### config.mk
export PLATFORM = sky130hd
export DESIGN_NAME = key_event_scheduler_flat
export DESIGN_NICKNAME = d
export VERILOG_FILES = /design/src/rtl/key_event_scheduler_if.sv /design/src/rtl/key_event_scheduler.sv /design/src/flat_wrapper.sv
export SDC_FILE = /design/constraint.sdc
export NUM_CORES = 1
export LEC_CHECK = 0
export ABC_AREA = 1
export BUFFER_PORTS_ARGS = -buffer_cell sky130_fd_sc_hd__buf_2
export CORE_MARGIN = 2
export CORE_UTILIZATION = 35
export CTS_CLUSTER_SIZE = 8
export DETAILED_ROUTE_END_ITERATION = 8
export PLACE_DENSITY = 0.53
export RECOVER_POWER = 50
export SLEW_MARGIN = 25
export SYNTH_ARGS = -nofsm -noshare
export SYNTH_HDL_FRONTEND = slang
export SYNTH_SLANG_ARGS = --single-unit
export TNS_END_PERCENT = 5
### constraint.sdc
create_clock -name clk -period 4.1 [get_ports clk]
set_input_delay 0.82 -clock clk [delete_from_list [all_inputs] [get_ports clk]]
set_output_delay 0.82 -clock clk [all_outputs]
set_load 0.01 [all_outputs]
### src/rtl/key_event_scheduler_if.sv
// Event stream from the key scheduler to the UI/mode-control consumer.
// The head of the event FIFO is presented with a valid/ready handshake plus an overflow pulse.
interface key_event_scheduler_if #(
   parameter int NUM_KEYS = 4
);
   localparam int KW = (NUM_KEYS > 1) ? $clog2(NUM_KEYS) : 1;

   logic          evt_valid;
   logic          evt_ready;
   logic [KW-1:0] evt_key;
   logic [1:0]    evt_type;
   logic          evt_overflow;

   modport master (
      output evt_valid,
      output evt_key,
      output evt_type,
      output evt_overflow,
      input  evt_ready
   );

   modport slave (
      input  evt_valid,
      input  evt_key,
      input  evt_type,
      input  evt_overflow,
      output evt_ready
   );
endinterface

### src/rtl/key_event_scheduler.sv
// Classifies debounced active-low key presses as SHORT/LONG/REPEAT on a millisecond tick
// and funnels the events through a round-robin arbiter into a small event FIFO.
//
// state       | meaning
// S_IDLE      | key released, waiting for a falling edge
// S_PRESSED   | key held, counting ticks toward LONG_MS
// S_LONG_HELD | LONG issued, counting ticks toward each REPEAT
module key_event_scheduler #(
   parameter int NUM_KEYS   = 4,
   parameter int TICK_DIV   = 100_000,
   parameter int LONG_MS    = 1000,
   parameter int REPEAT_MS  = 200,
   parameter int FIFO_DEPTH = 4
) (
   input  logic                  clk,
   input  logic                  rst_n,
   input  logic [NUM_KEYS-1:0]   key_n,
   key_event_scheduler_if.master evt
);
   localparam int KW     = (NUM_KEYS > 1) ? $clog2(NUM_KEYS) : 1;
   localparam int PW     = (TICK_DIV > 1) ? $clog2(TICK_DIV) : 1;
   localparam int MS_MAX = (LONG_MS > REPEAT_MS) ? LONG_MS : REPEAT_MS;
   localparam int CW     = $clog2(MS_MAX + 1);
   localparam int AW     = $clog2(FIFO_DEPTH);

   localparam logic [AW:0] FIFO_FULL  = (AW+1)'(FIFO_DEPTH);
   localparam logic [1:0]  EVT_SHORT  = 2'b01;
   localparam logic [1:0]  EVT_LONG   = 2'b10;
   localparam logic [1:0]  EVT_REPEAT = 2'b11;

   typedef enum logic [1:0] {
      S_IDLE      = 2'd0,
      S_PRESSED   = 2'd1,
      S_LONG_HELD = 2'd2
   } key_state_e;

   logic [PW-1:0]       pre_q;
   logic                tick;
   logic [NUM_KEYS-1:0] key_d;
   logic [NUM_KEYS-1:0] pend;
   logic [NUM_KEYS-1:0] grant;
   logic [NUM_KEYS-1:0] drop;
   logic [1:0]          pend_type [NUM_KEYS];

   logic [KW-1:0] rr_ptr;
   logic [KW-1:0] gnt_idx;
   logic          gnt_any;
   logic [AW:0]   count_q;
   logic [AW-1:0] wr_ptr;
   logic [AW-1:0] rd_ptr;
   logic [KW-1:0] mem_key  [FIFO_DEPTH];
   logic [1:0]    mem_type [FIFO_DEPTH];
   logic          valid;
   logic          push;
   logic          pop;
   logic          ovf_q;

   // Free-running prescaler; never realigned to key activity.
   assign tick = (pre_q == PW'(TICK_DIV - 1));

   always_ff @(posedge clk or negedge rst_n) begin
      if (!rst_n) begin
         pre_q <= '0;
         key_d <= '1;
      end else begin
         pre_q <= tick ? '0 : pre_q + PW'(1);
         key_d <= key_n;
      end
   end

   for (genvar i = 0; i < NUM_KEYS; i++) begin : g_key
      key_state_e    state_q, state_d;
      logic [CW-1:0] ms_cnt_q, ms_cnt_d;
      logic          fire_d, fire_q, pend_q;
      logic [1:0]    type_d, type_q, ptype_q;

      always_ff @(posedge clk or negedge rst_n) begin
         if (!rst_n) begin
            state_q  <= S_IDLE;
            ms_cnt_q <= '0;
            fire_q   <= 1'b0;
            type_q   <= 2'b00;
         end else begin
            state_q  <= state_d;
            ms_cnt_q <= ms_cnt_d;
            fire_q   <= fire_d;
            type_q   <= type_d;
         end
      end

      // Release is checked before the tick so it wins a same-cycle threshold.
      always_comb begin
         state_d  = state_q;
         ms_cnt_d = ms_cnt_q;
         fire_d   = 1'b0;
         type_d   = 2'b00;
         case (state_q)
            S_IDLE: begin
               if (!key_n[i] && key_d[i]) begin
                  state_d  = S_PRESSED;
                  ms_cnt_d = '0;
               end
            end
            S_PRESSED: begin
               if (key_n[i]) begin
                  fire_d  = 1'b1;
                  type_d  = EVT_SHORT;
                  state_d = S_IDLE;
               end else if (tick) begin
                  if (ms_cnt_q == CW'(LONG_MS - 1)) begin
                     fire_d   = 1'b1;
                     type_d   = EVT_LONG;
                     state_d  = S_LONG_HELD;
                     ms_cnt_d = '0;
                  end else begin
                     ms_cnt_d = ms_cnt_q + CW'(1);
                  end
               end
            end
            S_LONG_HELD: begin
               if (key_n[i]) begin
                  state_d = S_IDLE;
               end else if (tick) begin
                  if (ms_cnt_q == CW'(REPEAT_MS - 1)) begin
                     fire_d   = 1'b1;
                     type_d   = EVT_REPEAT;
                     ms_cnt_d = '0;
                  end else begin
                     ms_cnt_d = ms_cnt_q + CW'(1);
                  end
               end
            end
            default: state_d = S_IDLE;
         endcase
      end

      // A slot being granted this cycle frees up for the incoming event.
      always_ff @(posedge clk or negedge rst_n) begin
         if (!rst_n) begin
            pend_q  <= 1'b0;
            ptype_q <= 2'b00;
         end else if (fire_q && (!pend_q || grant[i])) begin
            pend_q  <= 1'b1;
            ptype_q <= type_q;
         end else if (grant[i]) begin
            pend_q  <= 1'b0;
         end
      end

      assign pend[i]      = pend_q;
      assign pend_type[i] = ptype_q;
      assign drop[i]      = fire_q & pend_q & ~grant[i];
   end

   always_comb begin
      grant   = '0;
      gnt_idx = '0;
      gnt_any = 1'b0;
      if (count_q != FIFO_FULL) begin
         for (int k = 0; k < NUM_KEYS; k++) begin
            if (!gnt_any && pend[k] && (k >= int'(rr_ptr))) begin
               gnt_any = 1'b1;
               gnt_idx = KW'(k);
            end
         end
         for (int k = 0; k < NUM_KEYS; k++) begin
            if (!gnt_any && pend[k] && (k < int'(rr_ptr))) begin
               gnt_any = 1'b1;
               gnt_idx = KW'(k);
            end
         end
      end
      if (gnt_any) grant[gnt_idx] = 1'b1;
   end

   assign valid = (count_q != '0);
   assign push  = gnt_any;
   assign pop   = valid & evt.evt_ready;

   always_ff @(posedge clk) begin
      if (push) begin
         mem_key[wr_ptr]  <= gnt_idx;
         mem_type[wr_ptr] <= pend_type[gnt_idx];
      end
   end

   always_ff @(posedge clk or negedge rst_n) begin
      if (!rst_n) begin
         wr_ptr  <= '0;
         rd_ptr  <= '0;
         count_q <= '0;
         rr_ptr  <= '0;
         ovf_q   <= 1'b0;
      end else begin
         ovf_q <= |drop;
         if (push) begin
            wr_ptr <= wr_ptr + AW'(1);
            rr_ptr <= (gnt_idx == KW'(NUM_KEYS - 1)) ? '0 : gnt_idx + KW'(1);
         end
         if (pop) rd_ptr <= rd_ptr + AW'(1);
         case ({push, pop})
            2'b10:   count_q <= count_q + (AW+1)'(1);
            2'b01:   count_q <= count_q - (AW+1)'(1);
            default: count_q <= count_q;
         endcase
      end
   end

   assign evt.evt_valid    = valid;
   assign evt.evt_key      = valid ? mem_key[rd_ptr] : '0;
   assign evt.evt_type     = valid ? mem_type[rd_ptr] : 2'b00;
   assign evt.evt_overflow = ovf_q;
endmodule

### src/flat_wrapper.sv
// flat-port wrapper written by rule: the top's interface ports become plain ports
module key_event_scheduler_flat 
#(
   parameter int NUM_KEYS   = 4,
   parameter int TICK_DIV   = 100_000,
   parameter int LONG_MS    = 1000,
   parameter int REPEAT_MS  = 200,
   parameter int FIFO_DEPTH = 4
)
  (clk, rst_n, key_n, evt_evt_valid, evt_evt_key, evt_evt_type, evt_evt_overflow, evt_evt_ready);
  key_event_scheduler_if #(.NUM_KEYS(NUM_KEYS)) evt_i ();
  input  logic clk;
  input  logic rst_n;
  input  logic [NUM_KEYS-1:0] key_n;
  output wire logic [$bits(evt_i.evt_valid)-1:0] evt_evt_valid;
  output wire logic [$bits(evt_i.evt_key)-1:0] evt_evt_key;
  output wire logic [$bits(evt_i.evt_type)-1:0] evt_evt_type;
  output wire logic [$bits(evt_i.evt_overflow)-1:0] evt_evt_overflow;
  input wire logic [$bits(evt_i.evt_ready)-1:0] evt_evt_ready;
  assign evt_evt_valid = evt_i.evt_valid;
  assign evt_evt_key = evt_i.evt_key;
  assign evt_evt_type = evt_i.evt_type;
  assign evt_evt_overflow = evt_i.evt_overflow;
  assign evt_i.evt_ready = evt_evt_ready;
  key_event_scheduler #(.NUM_KEYS(NUM_KEYS), .TICK_DIV(TICK_DIV), .LONG_MS(LONG_MS), .REPEAT_MS(REPEAT_MS), .FIFO_DEPTH(FIFO_DEPTH)) u_core (.clk(clk), .rst_n(rst_n), .key_n(key_n), .evt(evt_i));
endmodule
Yosys cells after proc, flatten, opt, wreduce, memory -nomap -nowiden
Memories as Yosys holds them, arrays and structs flattened.
Cells that the tools add are included.
- register bits: 103
- ROM bits: 0
- memory bits (writable): 16
- output and inout port bits: 6
- input port bits: 7
- bits in latches: 0
- memories: 2
- reductions and logical operators: 62
- add/sub/neg operators: 10
- shift operators: 0
- bitwise operators: 14
- div/mod/pow operators: 0
- $lt $le $gt $ge: 9
- $mul: 0
- multiplexer cells: 154
- eq/ne operators: 53
- memories (memory ; words ; width ; rd ports ; clocked after memory_dff ; write ports ; line ; source):
    u_core.mem_key ; 4 ; 2 ; 1 ; 0 ; 1 ; key_event_scheduler.sv:51 ; logic [KW-1:0] mem_key [FIFO_DEPTH];
    u_core.mem_type ; 4 ; 2 ; 1 ; 0 ; 1 ; key_event_scheduler.sv:52 ; logic [1:0] mem_type [FIFO_DEPTH];
- operators by type and width (cell ; count):
    2-to-1 mux 10 bit ; 28
    case mux 10 bit (3 select lines) ; 4
    2-to-1 mux 2 bit ; 55
    2-to-1 mux 1 bit ; 50
    adder 10 x 1 -> 10 bit (second input constant) ; 4
    == test 10 bit (second input constant) ; 4
    == test 10 x 8 -> 1 bit (second input constant) ; 4
    != test 2 x 1 -> 1 bit (second input constant) ; 12
    != test 2 bit (second input constant) ; 12
    != test 3 x 2 -> 1 bit (second input constant) ; 8
    case mux 2 bit (3 select lines) ; 4
    AND reduction 6 bit ; 4
    logical AND 1 bit ; 21
    adder 17 x 1 -> 17 bit (second input constant) ; 1
    == test 17 bit (second input constant) ; 1
    2-to-1 mux 17 bit ; 1
    case mux 2 bit (2 select lines) ; 4
    AND reduction 4 bit ; 4
    nonzero test 3 bit ; 5
    logical NOT 1 bit ; 14
    == test 2 bit (second input constant) ; 6
    == test 2 x 1 -> 1 bit (second input constant) ; 5
    nonzero test 2 bit ; 5
    AND 1 bit ; 9
    21 further kinds ; 37

Longest topological paths before layout
- word-level depth: 41
- mapped depth: 14
- mapped depth without buffers: 14

Worst setup path after synthesis
OpenSTA, ideal clock, no wires.
- path kind: reg-to-reg
- start point: register u_core.g_key[1].pend_q
- end point: register u_core.count_q[2]
- path slack: 1.974 ns
- setup time: 0.131 ns
- data arrival time: 1.995 ns
- stages on the path, launching flop included: 12
- path buffers: 0
- cells stage by stage: dfrtp_1 inv_1 nor2_1 nor2_1 nand4_2 nand2_2 ha_1 inv_1 fa_1 a21oi_1 o21ai_0 xor2_1
- word-level cells in the longest chain between the ends: 30
- elaborated cells on any way between the ends: 32
- those cells by class: eq/ne: 2; mux: 13; reduce/logical: 17
- ends and longest elaborated chain (element ; line ; source):
    from (decl) ; key_event_scheduler.sv:74 ; logic fire_d, fire_q, pend_q;
    from (signal assigned) ; key_event_scheduler.sv:140 ; pend_q <= 1'b0;
    from (signal assigned) ; key_event_scheduler.sv:143 ; pend_q <= 1'b1;
    from (signal assigned) ; key_event_scheduler.sv:146 ; pend_q <= 1'b0;
    logical AND 1 bit (2 in a row) ; key_event_scheduler.sv:161 ; if (!gnt_any && pend[k] && (k >= int'(rr_ptr))) begin
    2-to-1 mux 1 bit ; key_event_scheduler.sv:161 ;
    2-to-1 mux 1 bit ; key_event_scheduler.sv:159 ; if (count_q != FIFO_FULL) begin
    logical NOT 1 bit ; key_event_scheduler.sv:161 ;
    logical AND 1 bit (2 in a row) ; key_event_scheduler.sv:161 ;
    2-to-1 mux 1 bit ; key_event_scheduler.sv:161 ;
    2-to-1 mux 1 bit ; key_event_scheduler.sv:159 ;
    logical NOT 1 bit ; key_event_scheduler.sv:161 ;
    (+11 left out) ; - ;
    2-to-1 mux 1 bit (*) ; key_event_scheduler.sv:167 ; if (!gnt_any && pend[k] && (k < int'(rr_ptr))) begin
    2-to-1 mux 1 bit (*) ; key_event_scheduler.sv:159 ;
    logical NOT 1 bit ; key_event_scheduler.sv:167 ;
    logical AND 1 bit (2 in a row) ; key_event_scheduler.sv:167 ;
    2-to-1 mux 1 bit (*) ; key_event_scheduler.sv:167 ;
    2-to-1 mux 1 bit (*) ; key_event_scheduler.sv:159 ;
    == test 2 x 1 -> 1 bit / == test 2 bit (equally long branches) ; key_event_scheduler.sv:201 ; case ({push, pop})
    case mux 3 bit (2 select lines) / nonzero test 2 bit (equally long branches) ; - ;
    to (signal assigned) ; key_event_scheduler.sv:202 ; 2'b10: count_q <= count_q + (AW+1)'(1);
    to (signal assigned) ; key_event_scheduler.sv:203 ; 2'b01: count_q <= count_q - (AW+1)'(1);
    to (signal assigned) ; key_event_scheduler.sv:204 ; default: count_q <= count_q;
    to (decl) ; key_event_scheduler.sv:48 ; logic [AW:0] count_q;
Every way passes the cells marked *; elsewhere a longest branch is shown, timed or not. The select of a mux whose other input is x is not followed.
A chain may end at the register's enable or synchronous reset.

==> impl_metrics.env <==
export IMPL_yosys_mux_area_fraction=0
export IMPL_post_dp_hpwl_um=11200
export IMPL_power_leakage_nw=4.03
export IMPL_fin_worst_skew_ns=0.0101
export IMPL_initialDrtViolationCount=404
export IMPL_multiInputGateArea_um2=3470
export IMPL_setup_viol=0
export IMPL_drc=0
export IMPL_ys_seq_area_frac=0.426
export IMPL_p_per_area_nw_per_um2=639
export IMPL_cts_sinks=119
export IMPL_numCtsBuffers=17
export IMPL_drive_gt1_frac=0.0813
export IMPL_fillers=2101
export IMPL_required_ns=4.45
export IMPL_r2r_slack_ns=1.53
export IMPL_yosysUniqueCellTypes=47
export IMPL_synth_ff_type="dfrtp_1"
export IMPL_antenna_found_initial=0
export IMPL_worst_setup_path_start_kind="primary input"
export IMPL_avgSynthCellArea_um2=7.53
export IMPL_post_drt_via_cell_ratio=4.80
export IMPL_io_pins=13
export IMPL_fmaxAchievable_mhz=371
export IMPL_post_drt_wl_per_cell_um=12.5
export IMPL_holdWs_ns=0.462
export IMPL_status="complete, but fails checks"
export IMPL_rows=52
export IMPL_fin_crit_sh=0.658
export IMPL_synth_async_reset_ratio=0.866
export IMPL_yosys_area_share_simple=0.347
export IMPL_critPathBufInv=2
export IMPL_maxSlewHeadroom=-0.166
export IMPL_failed_checks="max-capacitance violations, max-slew violations"
export IMPL_worst_pin_slew_ns=1.75
export IMPL_final_hold_viol_count=0
export IMPL_cts_tree="done"
export IMPL_synth_compound_area_frac=0.0676
export IMPL_drtPass1Iterations=5
export IMPL_cts_resized=0
export IMPL_fp_dieArea_um2=21700
export IMPL_path_class="in -> async"
export IMPL_core_um2=20200
export IMPL_drv_cap=1
export IMPL_synth_top_family_by_area="simple AND/OR/NAND/NOR gates"
export IMPL_ant_nets=0
export IMPL_grt_overflow_total=0
export IMPL_synth_cells=954
export IMPL_synthAdderAreaFrac=0.0533
export IMPL_grtUsageTotal=0.156
export IMPL_numPortBuffers=12
export IMPL_crit_chain="clkbuf_2 > clkbuf_1"
export IMPL_worstHoldPathType="reg -> reg"
export IMPL_synth_xor_area_share=0.0219
export IMPL_gp_congestion=0.834
export IMPL_finalSetupTns_ns=0
export IMPL_nets=1008
export IMPL_post_cts_setup_buffer_count=0
export IMPL_grt_max_degree=70
export IMPL_grt_pass1_wl_um=27500
export IMPL_htreeDepth=4
export IMPL_die_height_um=147
export IMPL_grt_setup_unrepaired="no"
export IMPL_endpoint_kind="asynchronous set/reset pin"
export IMPL_netlist_area_um2=7190
export IMPL_start_util=0.356
export IMPL_period_needed_ns=2.70
export IMPL_crit_path_max_fanout=69
export IMPL_area_growth_pct=13.4
export IMPL_cts_buffer_depth=2
export IMPL_first_global_vias=5841
export IMPL_synth_enable_flop_cells=16
export IMPL_holdBufCountCts=0
export IMPL_postSynthNetCount=991
export IMPL_dieWidth_um=147
export IMPL_crit_family="buffers and inverters"
export IMPL_finalWirelength_um=15700
export IMPL_diodes=0
export IMPL_clk_latency_ns=0.42
export IMPL_ir_drop_v=0.000350
export IMPL_slew_viol_final=70
export IMPL_yosys_warnings=0
export IMPL_cpMaxStageDelayCell="clkbuf_2"
export IMPL_arrival_ns=3.05
export IMPL_cpPeakStageDelay_ns=1.23
export IMPL_seqCellArea_um2=3060
export IMPL_ys_ff_latch=119
export IMPL_clk_pin_slew_ns=0.06
export IMPL_vias=6013
export IMPL_root_buffer="clkbuf_16"
-- final timing paths --
kind,from,end,depth (start not counted)
setup / recovery,rst_n,u_core.g_key[3].ms_cnt_q[0],2
hold / removal,u_core.pre_q[0],u_core.pre_q[0],1
setup reg to reg,u_core.rr_ptr[1],u_core.g_key[0].ptype_q[0],12
hold reg to reg,u_core.pre_q[0],u_core.pre_q[0],1
max in group clk,u_core.rr_ptr[1],u_core.g_key[0].ptype_q[0],12
min in group asynchronous,rst_n,u_core.g_key[2].ms_cnt_q[1],1
-- layout make-up --
| cell class | count | area share |
|---|---|---|
| Clock buffer | 17 | 0.0522 |
| Multi-Input combinational cell | 684 | 0.426 |
| Sequential cell | 119 | 0.376 |
| Timing Repair Buffer | 14 | 0.00768 |
| Tap cell | 270 | 0.0415 |
| Inverter | 135 | 0.0628 |
| Clock inverter | 15 | 0.0336 |
-- layer usage --
metal / part of all wire / wire length (um) / up-vias / track usage
met4: 0.015 / 231 / 0 / 0.0567
li1: - / - / 3143 / -
met3: 0.024 / 382 / 16 / 0.0286
met5: 0 / 0 / - / 0
met1: 0.51 / 7960 / 2766 / 0.212
met2: 0.45 / 7090 / 88 / 0.248
-- power by group --
| group | total [mW] | switching, mW | internal [mW] | leakage, nW |
|---|---|---|---|---|
| Combinational | 1.70 | 1.19 | 0.511 | 2.17 |
| Clock | 1.77 | 0.569 | 1.21 | 0.334 |
| Sequential | 1.74 | 0.188 | 1.55 | 1.52 |
-- sequential cells by signal, indices dropped and copies added, names as in the netlist, 3 cells and up --
name	flops
u_core.key_d	4
u_core.g_key.ms_cnt_q	40
u_core.g_key.fire_q	4
u_core.g_key.pend_q	4
u_core.g_key.type_q	8
u_core.pre_q	17
u_core.g_key.state_q	8
u_core.mem_type	8
u_core.mem_key	8
u_core.count_q	3
u_core.g_key.ptype_q	8
-- through the flow --
stage | utilization | setup slack [ns] | cell area [um2] | power [mW] | cells
finish | 0.404 | 1.40 | 8150 | 5.21 | 1254
global route | 0.404 | 0.843 | 8150 | 5.62 | 1254
CTS | 0.407 | 1.59 | 8210 | 5.30 | 1254
detailed placement | 0.372 | 1.76 | 7510 | 3.50 | 1222
global placement | 0.372 | 1.82 | 7510 | 3.50 | 1222
floorplan | - | 1.97 | 7190 | 3.04 | 954
-- Yosys cell counts (2+ instances only) --
library cell,number,share of area
or2_2,4,0.0035
nand2_2,7,0.0061
buf_2,3,0.0021
o21ai_1,13,0.0091
nand2_4,4,0.0063
buf_6,3,0.0047
o21ai_0,37,0.026
nand4_2,3,0.0052
a21oi_2,2,0.0024
ha_1,29,0.050
nor4_1,3,0.0026
a21oi_1,19,0.013
nor3_1,12,0.0084
nor3_2,3,0.0042
nor2_1,100,0.052
nand3b_1,2,0.0021
nand3_2,2,0.0028
edfxtp_1,16,0.067
xnor2_1,3,0.0037
dfrtp_1,99,0.34
inv_1,127,0.066
o21ai_2,5,0.0061
nand2_1,248,0.13
nand3_1,119,0.083
xor2_1,15,0.018
o2111ai_1,3,0.0037
clkbuf_1,8,0.0042
nand4_1,36,0.031
inv_2,6,0.0031
nor2_4,3,0.0047
dfstp_2,4,0.015
-- logic make-up (layout without fill, tap and decap cells) --
group | after synthesis | count (layout)
simple gates | 551 | 551
xor+xnor | 18 | 18
fa+ha+maj | 30 | 30
flops | 119 | 119
compound gates | 85 | 85
buf+inv | 151 | 181
-- cell usage in the layout, fill, tap and decap left out, types with 2 or more instances in the layout --
cell | synthesis | final
inv_1 | 127 | 127
ha_1 | 29 | 29
o21ai_1 | 13 | 13
clkinvlp_4 | 0 | 2
nand3_2 | 2 | 2
dfrtp_1 | 99 | 99
nand2_4 | 4 | 3
or2_2 | 4 | 4
nand3_1 | 119 | 119
clkinv_4 | 1 | 4
o2111ai_1 | 3 | 3
a21oi_2 | 2 | 2
clkbuf_16 | 0 | 17
nor2_1 | 100 | 102
nor4_1 | 3 | 3
nand4_2 | 3 | 2
nand2_2 | 7 | 5
dfstp_2 | 4 | 4
a21oi_1 | 19 | 20
inv_6 | 0 | 2
buf_2 | 3 | 7
edfxtp_1 | 16 | 16
xor2_1 | 15 | 15
bufinv_16 | 0 | 7
nand4_1 | 36 | 37
nand3b_1 | 2 | 2
o21ai_2 | 5 | 5
nor3_2 | 3 | 3
o21ai_0 | 37 | 37
xnor2_1 | 3 | 3
nor3_1 | 12 | 12
inv_2 | 6 | 6
nand2_1 | 248 | 251
clkbuf_1 | 8 | 6
(Power assumes the default switching activity.)
